### src/rtl/unified_mem_arbiter_if.sv
// Bundle between the two CPU requesters, the shared memory port and the arbiter.
// The slave modport is the arbiter's view; master is the environment (CPU + memory).
interface unified_mem_arbiter_if #(
  parameter int ADDR_WIDTH = 32,
  parameter int DATA_WIDTH = 32
);
  logic                  i_read;
  logic [ADDR_WIDTH-1:0] i_addr;
  logic [DATA_WIDTH-1:0] i_rdata;
  logic                  i_busywait;
  logic                  d_read;
  logic                  d_write;
  logic [ADDR_WIDTH-1:0] d_addr;
  logic [DATA_WIDTH-1:0] d_wdata;
  logic [2:0]            d_func3;
  logic [DATA_WIDTH-1:0] d_rdata;
  logic                  d_busywait;
  logic                  cpu_busywait;
  logic                  mem_read;
  logic                  mem_write;
  logic [ADDR_WIDTH-1:0] mem_address;
  logic [DATA_WIDTH-1:0] mem_wdata;
  logic [2:0]            mem_func3;
  logic [DATA_WIDTH-1:0] mem_rdata;
  logic                  mem_busywait;

  modport slave (
    input  i_read, i_addr, d_read, d_write, d_addr, d_wdata, d_func3, mem_rdata, mem_busywait,
    output i_rdata, i_busywait, d_rdata, d_busywait, cpu_busywait,
           mem_read, mem_write, mem_address, mem_wdata, mem_func3
  );

  modport master (
    output i_read, i_addr, d_read, d_write, d_addr, d_wdata, d_func3, mem_rdata, mem_busywait,
    input  i_rdata, i_busywait, d_rdata, d_busywait, cpu_busywait,
           mem_read, mem_write, mem_address, mem_wdata, mem_func3
  );
endinterface

### src/rtl/unified_mem_arbiter.sv
// Arbitrates the I-fetch and D (EX_MEM) ports onto one memory port, one transaction at a time,
// with a bounded D-streak so a stream of loads/stores cannot starve instruction fetch.
module unified_mem_arbiter #(
  parameter int ADDR_WIDTH   = 32,
  parameter int DATA_WIDTH   = 32,
  parameter int MAX_D_STREAK = 4
) (
  input  logic                 clk,
  input  logic                 rst_n,
  unified_mem_arbiter_if.slave bus
);
  typedef enum logic [2:0] {IDLE, I_ACC, D_ACC, I_RSP, D_RSP} state_t;

  localparam logic [3:0] MAX_S = 4'(MAX_D_STREAK);

  state_t                state, state_nxt;
  logic [3:0]            streak;
  logic                  mem_read, mem_write;
  logic [ADDR_WIDTH-1:0] mem_address;
  logic [DATA_WIDTH-1:0] mem_wdata;
  logic [2:0]            mem_func3;
  logic [DATA_WIDTH-1:0] i_rdata, d_rdata;
  logic                  d_req, d_grant, i_grant, i_done, d_done;

  assign d_req   = bus.d_read | bus.d_write;
  assign d_grant = (state == IDLE) && d_req && (!bus.i_read || (streak < MAX_S));
  assign i_grant = (state == IDLE) && !d_grant && bus.i_read;
  assign i_done  = (state == I_ACC) && !bus.mem_busywait;
  assign d_done  = (state == D_ACC) && !bus.mem_busywait;

  always_ff @(posedge clk or negedge rst_n) begin
    if (!rst_n) state <= IDLE;
    else        state <= state_nxt;
  end

  always_comb begin
    state_nxt = state;
    unique case (state)
      IDLE:  if (d_grant) state_nxt = D_ACC;
             else if (i_grant) state_nxt = I_ACC;
      I_ACC: if (!bus.mem_busywait) state_nxt = I_RSP;
      D_ACC: if (!bus.mem_busywait) state_nxt = D_RSP;
      I_RSP, D_RSP: state_nxt = IDLE;
      default: state_nxt = IDLE;
    endcase
  end

  // Strobes are registered: raised at grant, dropped at the completing edge.
  always_ff @(posedge clk or negedge rst_n) begin
    if (!rst_n) begin
      streak      <= '0;
      mem_read    <= 1'b0;
      mem_write   <= 1'b0;
      mem_address <= '0;
      mem_wdata   <= '0;
      mem_func3   <= '0;
      i_rdata     <= '0;
      d_rdata     <= '0;
    end else begin
      if (d_grant) begin
        mem_address <= bus.d_addr;
        mem_wdata   <= bus.d_wdata;
        mem_func3   <= bus.d_func3;
        mem_write   <= bus.d_write;
        mem_read    <= !bus.d_write;
        streak      <= !bus.i_read ? 4'd0 : (streak == MAX_S) ? streak : streak + 4'd1;
      end else if (i_grant) begin
        mem_address <= bus.i_addr;
        mem_wdata   <= '0;
        mem_func3   <= 3'b010;
        mem_write   <= 1'b0;
        mem_read    <= 1'b1;
        streak      <= '0;
      end
      if (i_done) begin
        i_rdata  <= bus.mem_rdata;
        mem_read <= 1'b0;
      end
      if (d_done) begin
        if (mem_read) d_rdata <= bus.mem_rdata;
        mem_read  <= 1'b0;
        mem_write <= 1'b0;
      end
    end
  end

  assign bus.i_busywait   = bus.i_read & (state != I_RSP);
  assign bus.d_busywait   = d_req & (state != D_RSP);
  assign bus.cpu_busywait = bus.i_busywait | bus.d_busywait;
  assign bus.mem_read     = mem_read;
  assign bus.mem_write    = mem_write;
  assign bus.mem_address  = mem_address;
  assign bus.mem_wdata    = mem_wdata;
  assign bus.mem_func3    = mem_func3;
  assign bus.i_rdata      = i_rdata;
  assign bus.d_rdata      = d_rdata;
endmodule
### src/flat_wrapper.sv
// flat-port wrapper written by rule: the top's interface ports become plain ports
module unified_mem_arbiter_flat 
#(
  parameter int ADDR_WIDTH   = 32,
  parameter int DATA_WIDTH   = 32,
  parameter int MAX_D_STREAK = 4
)
  (clk, rst_n, bus_i_read, bus_i_addr, bus_d_read, bus_d_write, bus_d_addr, bus_d_wdata, bus_d_func3, bus_mem_rdata, bus_mem_busywait, bus_i_rdata, bus_i_busywait, bus_d_rdata, bus_d_busywait, bus_cpu_busywait, bus_mem_read, bus_mem_write, bus_mem_address, bus_mem_wdata, bus_mem_func3);
  unified_mem_arbiter_if #(.ADDR_WIDTH(ADDR_WIDTH), .DATA_WIDTH(DATA_WIDTH)) bus_i ();
  input  logic clk;
  input  logic rst_n;
  input wire logic [$bits(bus_i.i_read)-1:0] bus_i_read;
  input wire logic [$bits(bus_i.i_addr)-1:0] bus_i_addr;
  input wire logic [$bits(bus_i.d_read)-1:0] bus_d_read;
  input wire logic [$bits(bus_i.d_write)-1:0] bus_d_write;
  input wire logic [$bits(bus_i.d_addr)-1:0] bus_d_addr;
  input wire logic [$bits(bus_i.d_wdata)-1:0] bus_d_wdata;
  input wire logic [$bits(bus_i.d_func3)-1:0] bus_d_func3;
  input wire logic [$bits(bus_i.mem_rdata)-1:0] bus_mem_rdata;
  input wire logic [$bits(bus_i.mem_busywait)-1:0] bus_mem_busywait;
  output wire logic [$bits(bus_i.i_rdata)-1:0] bus_i_rdata;
  output wire logic [$bits(bus_i.i_busywait)-1:0] bus_i_busywait;
  output wire logic [$bits(bus_i.d_rdata)-1:0] bus_d_rdata;
  output wire logic [$bits(bus_i.d_busywait)-1:0] bus_d_busywait;
  output wire logic [$bits(bus_i.cpu_busywait)-1:0] bus_cpu_busywait;
  output wire logic [$bits(bus_i.mem_read)-1:0] bus_mem_read;
  output wire logic [$bits(bus_i.mem_write)-1:0] bus_mem_write;
  output wire logic [$bits(bus_i.mem_address)-1:0] bus_mem_address;
  output wire logic [$bits(bus_i.mem_wdata)-1:0] bus_mem_wdata;
  output wire logic [$bits(bus_i.mem_func3)-1:0] bus_mem_func3;
  assign bus_i.i_read = bus_i_read;
  assign bus_i.i_addr = bus_i_addr;
  assign bus_i.d_read = bus_d_read;
  assign bus_i.d_write = bus_d_write;
  assign bus_i.d_addr = bus_d_addr;
  assign bus_i.d_wdata = bus_d_wdata;
  assign bus_i.d_func3 = bus_d_func3;
  assign bus_i.mem_rdata = bus_mem_rdata;
  assign bus_i.mem_busywait = bus_mem_busywait;
  assign bus_i_rdata = bus_i.i_rdata;
  assign bus_i_busywait = bus_i.i_busywait;
  assign bus_d_rdata = bus_i.d_rdata;
  assign bus_d_busywait = bus_i.d_busywait;
  assign bus_cpu_busywait = bus_i.cpu_busywait;
  assign bus_mem_read = bus_i.mem_read;
  assign bus_mem_write = bus_i.mem_write;
  assign bus_mem_address = bus_i.mem_address;
  assign bus_mem_wdata = bus_i.mem_wdata;
  assign bus_mem_func3 = bus_i.mem_func3;
  unified_mem_arbiter #(.ADDR_WIDTH(ADDR_WIDTH), .DATA_WIDTH(DATA_WIDTH), .MAX_D_STREAK(MAX_D_STREAK)) u_core (.clk(clk), .rst_n(rst_n), .bus(bus_i));
endmodule
### config.mk
export PLATFORM = sky130hd
export DESIGN_NAME = unified_mem_arbiter_flat
export DESIGN_NICKNAME = d
export VERILOG_FILES = /design/src/rtl/unified_mem_arbiter_if.sv /design/src/rtl/unified_mem_arbiter.sv /design/src/flat_wrapper.sv
export SDC_FILE = /design/constraint.sdc
export NUM_CORES = 1
export LEC_CHECK = 0
export BUFFER_PORTS_ARGS = -buffer_cell sky130_fd_sc_hd__buf_2
export CAP_MARGIN = 20
export CORE_ASPECT_RATIO = 1.75
export CORE_UTILIZATION = 50
export CTS_CLUSTER_DIAMETER = 40
export DETAILED_ROUTE_END_ITERATION = 8
export PLACE_DENSITY = 0.85
export SLEW_MARGIN = 25
export SYNTH_ARGS = -nofsm -noshare
export SYNTH_HDL_FRONTEND = slang
export SYNTH_SLANG_ARGS = --single-unit
### constraint.sdc
create_clock -name clk -period 2.6 [get_ports clk]
set_input_delay 0.52 -clock clk [delete_from_list [all_inputs] [get_ports clk]]
set_output_delay 0.52 -clock clk [all_outputs]
set_load 0.03 [all_outputs]
== Word level (Yosys, flattened, before mapping) ==
Index checks and enable logic that the tools add are counted.
Word-level totals
  bits in registers: 140
  latch bits: 0
  RAM bits: 0
  memory bits (read-only): 0
  input port bits: 137
  output and inout port bits: 136
  logic and storage cells: 64
  memories: 0
Cells by class
  $add $sub $neg: 1
  multipliers: 0
  divide/modulo/power cells: 0
  $lt $le $gt $ge: 1
  equality and inequality tests: 9
  shift operators: 0
  multiplexer cells: 22
  bitwise operators: 4
  reductions and logical operators: 18
Operator list (count)
  $mux 32: 4
  $mux 3: 6
  $mux 4: 4
  $pmux 3 s3: 1
  $mux 1: 7
  $logic_and 1x1->1: 6
  $ne 3x3->1 const B: 2
  $add 4x1->4 const B: 1
  $eq 4x3->1 const B: 1
  $logic_not 1->1: 4
  $lt 4x3->1 const B: 1
  $ne 2x2->1 const B: 2
  $reduce_and 2->1: 2
  $reduce_bool 4->1: 1
  $eq 3x1->1 const B: 1
  $eq 3x2->1 const B: 1
  $logic_not 3->1: 1
  $ne 3x1->1 const B: 1
  $ne 3x2->1 const B: 1
  $reduce_and 3->1: 1
  $reduce_bool 3->1: 1
  $and 1x1->1: 2
  $or 1x1->1: 2
  $reduce_bool 2->1: 1
  $logic_or 1x1->1: 1

== Logic depth before layout (Yosys ltp) ==
Gate-level depths: netlist (run 1).
  depth after elaboration: 10
  mapped depth: 6
  depth with buffers taken out: 4

== Worst setup path before layout (run 1) ==
Ideal clock, no wire load.
  path kind: input-to-output
  from: input bus_d_write
  to: output bus_cpu_busywait
  data arrival time: 1.436 ns
  required time: 2.080 ns
  setup slack: 0.644 ns
  cell stages on the path: 3
  path buffers: 0
  path through: nor2_1 -> a31oi_1 -> or2_2
Between the ends
  cells in the longest elaborated chain, start to end: 3
Ends and longest elaborated chain
  start, declared: line flat_wrapper.sv:15  | input wire logic [$bits(bus_i.d_write)-1:0] bus_d_write;
  $or 1x1->1: line unified_mem_arbiter.sv:25  | assign d_req = bus.d_read | bus.d_write;
  $and 1x1->1: line unified_mem_arbiter.sv:88  | assign bus.d_busywait = d_req & (state != D_RSP);
  via bus_d_busywait: line flat_wrapper.sv:24  | output wire logic [$bits(bus_i.d_busywait)-1:0] bus_d_busywait;
  $or 1x1->1: line unified_mem_arbiter.sv:89  | assign bus.cpu_busywait = bus.i_busywait | bus.d_busywait;
  end, declared: line flat_wrapper.sv:25  | output wire logic [$bits(bus_i.cpu_busywait)-1:0] bus_cpu_busywait;
The timed path passes the listed nets, and every way through them passes these cells.

== Worst setup path in the final report (run 1) ==
  from: register u_core.state[0]
  to: output bus_cpu_busywait
Between the ends
  cells in the longest elaborated chain, start to end: 3
  elaborated cells between the ends (all ways): 5
Ends and longest elaborated chain
  start, declared: line unified_mem_arbiter.sv:16  | state_t state, state_nxt;
  start signal, assigned: line unified_mem_arbiter.sv:33  | else state <= state_nxt;
  $ne 3x2->1 or $ne 3x3->1 (tied branches): line unified_mem_arbiter.sv:87, unified_mem_arbiter.sv:88
  $and 1x1->1 (on tied branches): line unified_mem_arbiter.sv:87, unified_mem_arbiter.sv:88
  $or 1x1->1 (*): line unified_mem_arbiter.sv:89
Every way passes the cells marked *; elsewhere a longest branch is shown, timed or not.

==> results of run 1 <==
==> per-layer routing <==
metal,vias up,GRT usage (%),share of wire (%),wire length (um)
li1,2055,-,-,-
met1,2216,28.2,36,5390
met2,248,44.8,55,8160
met3,24,6.86,6.7,991
met4,0,9.63,1.8,263
met5,-,0,0,0
==> sequential cells by signal, indices dropped and copies added (netlist names) <==
register                cells
u_core.bus.mem_address     32
u_core.bus.mem_wdata       32
u_core.state                3
u_core.bus.mem_write        1
u_core.bus.d_rdata         32
u_core.bus.i_rdata         32
u_core.streak               4
u_core.bus.mem_func3        3
u_core.bus.mem_read         1
==> layout make-up <==
type	count	area, um^2	share of cell area, %
sequential	140	3500	44.6
multi-input combinational	167	1750	22.3
clock buffer	20	457	5.81
timing repair buffer	281	1460	18.6
clock inverter	12	138	1.75
tap	132	165	2.10
inverter	103	387	4.92
==> power breakdown <==
| part | internal [uW] | switching (uW) | total, uW |
|---|---|---|---|
| logic | 2030 | 3560 | 5590 |
| clock network | 1470 | 914 | 2380 |
| registers | 3230 | 645 | 3880 |
==> cells by family after synthesis <==
logic type / Yosys count
AOI/OAI and AO/OA: 82
and+or+nand+nor: 18
DFF: 140
buffers and inverters: 129
muxes: 65
adders and majority gates: 2
==> path summary, 6_finish.rpt <==
| check | startpoint | endpoint | slack, ps | cells after the start |
|---|---|---|---|---|
| worst max-delay path | u_core.state[0]$_DFFE_PN0P_ | bus_cpu_busywait | 240 | 4 |
| worst min-delay path | rst_n | u_core.bus.d_rdata[8]$_DFFE_PN0P_ | 50 | 1 |
| worst max register to register | u_core.state[1]$_DFFE_PN0P_ | u_core.bus.mem_address[12]$_DFFE_PN0P_ | 660 | 4 |
| worst min register to register | u_core.bus.i_rdata[8]$_DFFE_PN0P_ | u_core.bus.i_rdata[8]$_DFFE_PN0P_ | 500 | 1 |
| max in group asynchronous | rst_n | u_core.bus.i_rdata[2]$_DFFE_PN0P_ | 1740 | 2 |
| min in group clk | bus_d_wdata[17] | u_core.bus.mem_wdata[17]$_DFFE_PN0P_ | 330 | 2 |
==> per-stage QoR <==
step / utilization, % / worst slack [ps] / hold slack (ps) / power (uW) / instance area (um^2)
2_1_floorplan: - / 644 / 224 / 7840 / 5830
3_3_place_gp: 64.7 / 698 / 468 / 9280 / 7270
3_5_place_dp: 64.7 / 598 / 487 / 9510 / 7270
4_1_cts: 70.0 / 217 / 60.4 / 11900 / 7860
5_1_grt: 70.0 / 128 / 76.9 / 12400 / 7860
6_report: 70.0 / 244 / 54.2 / 11900 / 7860
==> worst max-delay path, delay by kind of cell (launching register included) <==
family          cells  cell delay (ps)
flops               1              480
compound gates      1              330
buf+inv             2              320
simple gates        1              300
==> cells in the final DEF (no fill, tap or decap), drive strengths merged, types with 2 or more instances in the layout <==
cell type / instances
o21ai: 5
mux2: 64
a222oi: 32
nor2: 3
inv: 105
ha: 2
or3: 2
a22o: 34
a31oi: 2
buf: 281
nand3: 3
clkinvlp: 5
nor4b: 2
a21oi: 2
bufinv: 2
dfrtp: 140
nor3: 2
clkbuf: 20
or2: 2
clkinv: 3
==> flow_summary.ini, run 1 <==
[global_routing]
antenna_found_initial = 0
grt_start_max_net_pins = 53
grt_pass1_wl_mm = 23.6
globalRouteTotalUtil_pct = 25.0
first_global_vias = 4754
grt_overflow = 0

[sta]
slew_headroom_pct = 59.7
worst_pin_slew_ps = 605
final.setup_skew_ps = 11.9
report.final.slew_viol_count = 0
rsz0062_at_grt = no
finalHoldViolations = 0
final.setup.tns_ps = 0
clock.fmax_ghz = 0.424
fin_crit_ps = 2360
layout_worst_path_cycle_share_pct = 90.6
setup_violations = 0

[logic_synthesis]
synth-edff-count = 0
synthAdderAreaFrac_pct = 0.430
synth_top_cell_by_area = dfrtp_1
synth_top_family_by_area = multiplexers
synth_area_mm2 = 0.00583
ys_ff_latch = 140
ys_warn_count = 0
synthFlopType = dfrtp_1
synth_cells = 436
synth-simple-area-share_pct = 2.49
postSynth.asyncResetShare_pct = 100
synthTopCellsByArea = dfrtp_1 60%, mux2_4 7.7%, inv_1 6.6%
synth_top_area_share_pct = 60.1
synth.distinct_cells = 36
syn-num-nets = 575
synthTopCellsByCount = 140 x dfrtp_1, 103 x inv_1, 34 x a22o_1
muxShareOfSynthArea_pct = 14.5
synth-compound-area-share_pct = 12.5
synth_xor_area_share_pct = 0
ys_seq_area_share_pct = 60.1
synth_area_per_cell_um2 = 13.4
yosys.cell_count.top_type = dfrtp_1

[run]
maxCapViolCount = 0

[critical_path]
cp-end-kind = primary output
cp_cell_sequence = inv_1 -> o31a_1 -> or2_2 -> buf_2
cp_max_fo = 5
critPathArrivalTime_ps = 1840
slowest_delay_ps = 480
path_class = reg -> out
cp_slowest_cell = dfrtp_1
cp.required_ps = 2080
startpoint_type = flop

[floorplanning]
start_util_pct = 51.9
die_y_um = 145
die_w_um = 83.6
fp-row-count = 51
io_pins = 273
core_mm2 = 0.0112
die_area_mm2 = 0.0121

[detailed_routing]
ant_nets = 0
drcViolationCount = 0
drtIter0Drc = 250
wl_per_cell_um = 17.3
dr.pass1.iters = 6
vias_per_cell = 5.31
wl_mm = 14.8
vias = 4543

[clocking]
clock_path_buffers = 2
cts_made_buffers = 17
cts_tree = yes
path_clk_slew_ps = 60
htree_num_levels = 4
numClockSinks = 140
insertion_delay_ps = 410
cts_hold_buf = 0
post_cts_buffers = 0
root_buffer = clkbuf_16
postCtsResizedCells = 0

[pwr]
p_per_area_mw_per_mm2 = 1510
power.leakage_uw = 0.00440
peakVddDrop_mv = 0.880

[finish]
diodes = 0
layoutNonFillerInstCount = 855
drive_above_1_share_pct = 52.7
nFillCells = 831
syn_to_final_growth_pct = 34.9
finalNetCount = 849

[outcome]
status = completed

[placed_design]
port_buffers = 272
place.gp.congestion = 0.825
dpl.hpwl_mm = 11.0
placed_cells = 823

[worst_hold_path]
hp-class = in -> async
Power figures use the tool's default switching activity.
==> inputs of run 2 (changes only) <==
--- a/config.mk
+++ b/config.mk
@@ -7,11 +7,13 @@
 export LEC_CHECK = 0
 export BUFFER_PORTS_ARGS = -buffer_cell sky130_fd_sc_hd__buf_2
 export CAP_MARGIN = 20
+export CELL_PAD_IN_SITES_DETAIL_PLACEMENT = 0
+export CELL_PAD_IN_SITES_GLOBAL_PLACEMENT = 1
 export CORE_ASPECT_RATIO = 1.75
-export CORE_UTILIZATION = 50
+export CORE_UTILIZATION = 38
 export CTS_CLUSTER_DIAMETER = 40
 export DETAILED_ROUTE_END_ITERATION = 8
-export PLACE_DENSITY = 0.85
+export PLACE_DENSITY_LB_ADDON = 0.1
 export SLEW_MARGIN = 25
 export SYNTH_ARGS = -nofsm -noshare
 export SYNTH_HDL_FRONTEND = slang
==> run 2 against run 1 <==
  * Sequential share of layout area shrank 0.38 points
  * Critical path depth is the same
  * First-iteration DRC count shrank 25%
  * Combinational power is essentially flat
  * Clock-buffer cell count shrank 2
  * Clock skew grew 0.80 ps
  * Worst hold slack gained 17 ps
  * Critical endpoint unchanged
  * Clock power is essentially flat
  * Non-clock buffer count is the same
  * Sequential power shrank 2%
  * Via count shrank 3.0%
  * Core utilization shrank 17 points
==> flow_summary.ini, run 2 (same netlist as run 1, synthesis figures left out) <==
[floorplanning]
fp-row-count = 59
die_w_um = 95.6
core_mm2 = 0.0149
io_pins = 273
start_util_pct = 39.1
die_area_mm2 = 0.0158
die_y_um = 166

[run]
maxCapViolCount = 0

[sta]
final.setup.tns_ps = 0
rsz0062_at_grt = no
final.setup_skew_ps = 12.7
layout_worst_path_cycle_share_pct = 91.8
fin_crit_ps = 2390
clock.fmax_ghz = 0.419
finalHoldViolations = 0
worst_pin_slew_ps = 607
slew_headroom_pct = 59.5
whs_ps = 71.2
setup_violations = 0
report.final.slew_viol_count = 0
worst_slack_ps = 214

[clocking]
postCtsResizedCells = 0
numClockSinks = 140
cts_hold_buf = 0
path_clk_slew_ps = 70
insertion_delay_ps = 420
cts_made_buffers = 17
clock_path_buffers = 2
post_cts_buffers = 0
htree_num_levels = 4
root_buffer = clkbuf_16
cts_tree = yes

[critical_path]
cp_top_family = flip-flops
worstReg2RegEnd = u_core.bus.d_rdata[16]$_DFFE_PN0P_
rr_worst_depth = 4
cp.required_ps = 2080
cp-end-kind = primary output
startpoint_type = flop
cp_slowest_cell = dfrtp_1
path_class = reg -> out
startpoint = u_core.state[0]$_DFFE_PN0P_
crit_path_end = bus_cpu_busywait
cp_max_fo = 5
critPathArrivalTime_ps = 1870
slowest_delay_ps = 500
cp_cell_sequence = inv_1 -> o31a_1 -> or2_2 -> buf_2
rr_startpoint = u_core.state[1]$_DFFE_PN0P_
r2r_setup_slack_ps = 680
cp_num_buf_inv = 2
path_depth = 4

[finish]
drive_above_1_share_pct = 52.8
syn_to_final_growth_pct = 36.1
layout_commonest_cell = buf_2
finalInstanceArea_mm2 = 0.00793
final_cell_mix = 271 x buf_2, 140 x dfrtp_1, 103 x inv_1, 34 x a22o_1
layoutNonFillerInstCount = 907
nFillCells = 1370
finalNetCount = 849

[detailed_routing]
wl_mm = 14.9
ant_nets = 0
vias = 4405
dr.pass1.iters = 6
vias_per_cell = 4.86
drtIter0Drc = 187
wl_per_cell_um = 16.4
drcViolationCount = 0

[pwr]
p_per_area_mw_per_mm2 = 1490
peakVddDrop_mv = 0.663
power.leakage_uw = 0.00442

[global_routing]
grt_start_max_net_pins = 69
grt_overflow = 0
antenna_found_initial = 2
first_global_vias = 4669
globalRouteTotalUtil_pct = 19.8
grt_pass1_wl_mm = 23.6

[outcome]
status = completed

[placed_design]
port_buffers = 272
dpl_worst_slack_ps = 571
placed_cells = 874
place.gp.congestion = 0.721
dpl.hpwl_mm = 10.6
placed_area_mm2 = 0.00734

[worst_hold_path]
hp-class = in -> async
run 2: cell count changes in the layout (fill, tap and decap cells not counted), sizes merged:
cell	change
clkbuf	-2
clkinvlp	-5
clkinv	+6
diode	+2
run 2: per-layer routing:
| layer | vias up | routed length (um) | GRT usage, % |
|---|---|---|---|
| met1 | 2137 | 5580 | 21.2 |
| met5 | - | 0 | 0 |
| met4 | 0 | 250 | 7.20 |
| li1 | 2056 | - | - |
| met2 | 198 | 7670 | 34.7 |
| met3 | 14 | 1370 | 7.28 |
run 2: layout make-up:
type	count	area [um^2]	share of cell area, %
inverters	103	387	4.88
repair buffers	281	1470	18.6
flip-flops and latches	140	3500	44.2
clock inverters	13	141	1.78
well taps	183	229	2.89
clock buffers	18	439	5.54
multi-input cells	167	1750	22.1
diodes	2	5.00	0.0631
run 2: worst min path at each step:
stage                                 startpoint                                 end  slack (ps)  cells after the start
3_5_place_dp   u_core.bus.i_rdata[7]$_DFFE_PN0P_   u_core.bus.i_rdata[7]$_DFFE_PN0P_         470                      1
5_1_grt                                    rst_n  u_core.bus.d_rdata[30]$_DFFE_PN0P_         130                      1
4_1_cts                                    rst_n  u_core.bus.i_rdata[22]$_DFFE_PN0P_         100                      1
6_report                                   rst_n  u_core.bus.d_rdata[30]$_DFFE_PN0P_          70                      1
2_1_floorplan                              rst_n   u_core.bus.d_rdata[0]$_DFFE_PN0P_         220                      0
3_3_place_gp   u_core.bus.i_rdata[7]$_DFFE_PN0P_   u_core.bus.i_rdata[7]$_DFFE_PN0P_         470                      1
run 2: worst reg2reg max path: stages, from the launching register on:
cell and delay, ps:
dfrtp_1 550, nor4b_4 360, nand2_2 300, buf_12 270
mux2_4 320
run 2: power breakdown:
part           total (uW)  internal [uW]  switching [uW]
Sequential           3810           3230             574
Clock                2410           1440             971
Combinational        5600           2050            3550
run 2: stage by stage:
stage / utilization [%] / total power [uW]
6_report: 53.2 / 11800
5_1_grt: 53.2 / 12500
4_1_cts: 53.1 / 12000
3_5_place_dp: 49.2 / 9510
3_3_place_gp: 49.2 / 9390
2_1_floorplan: - / 7840
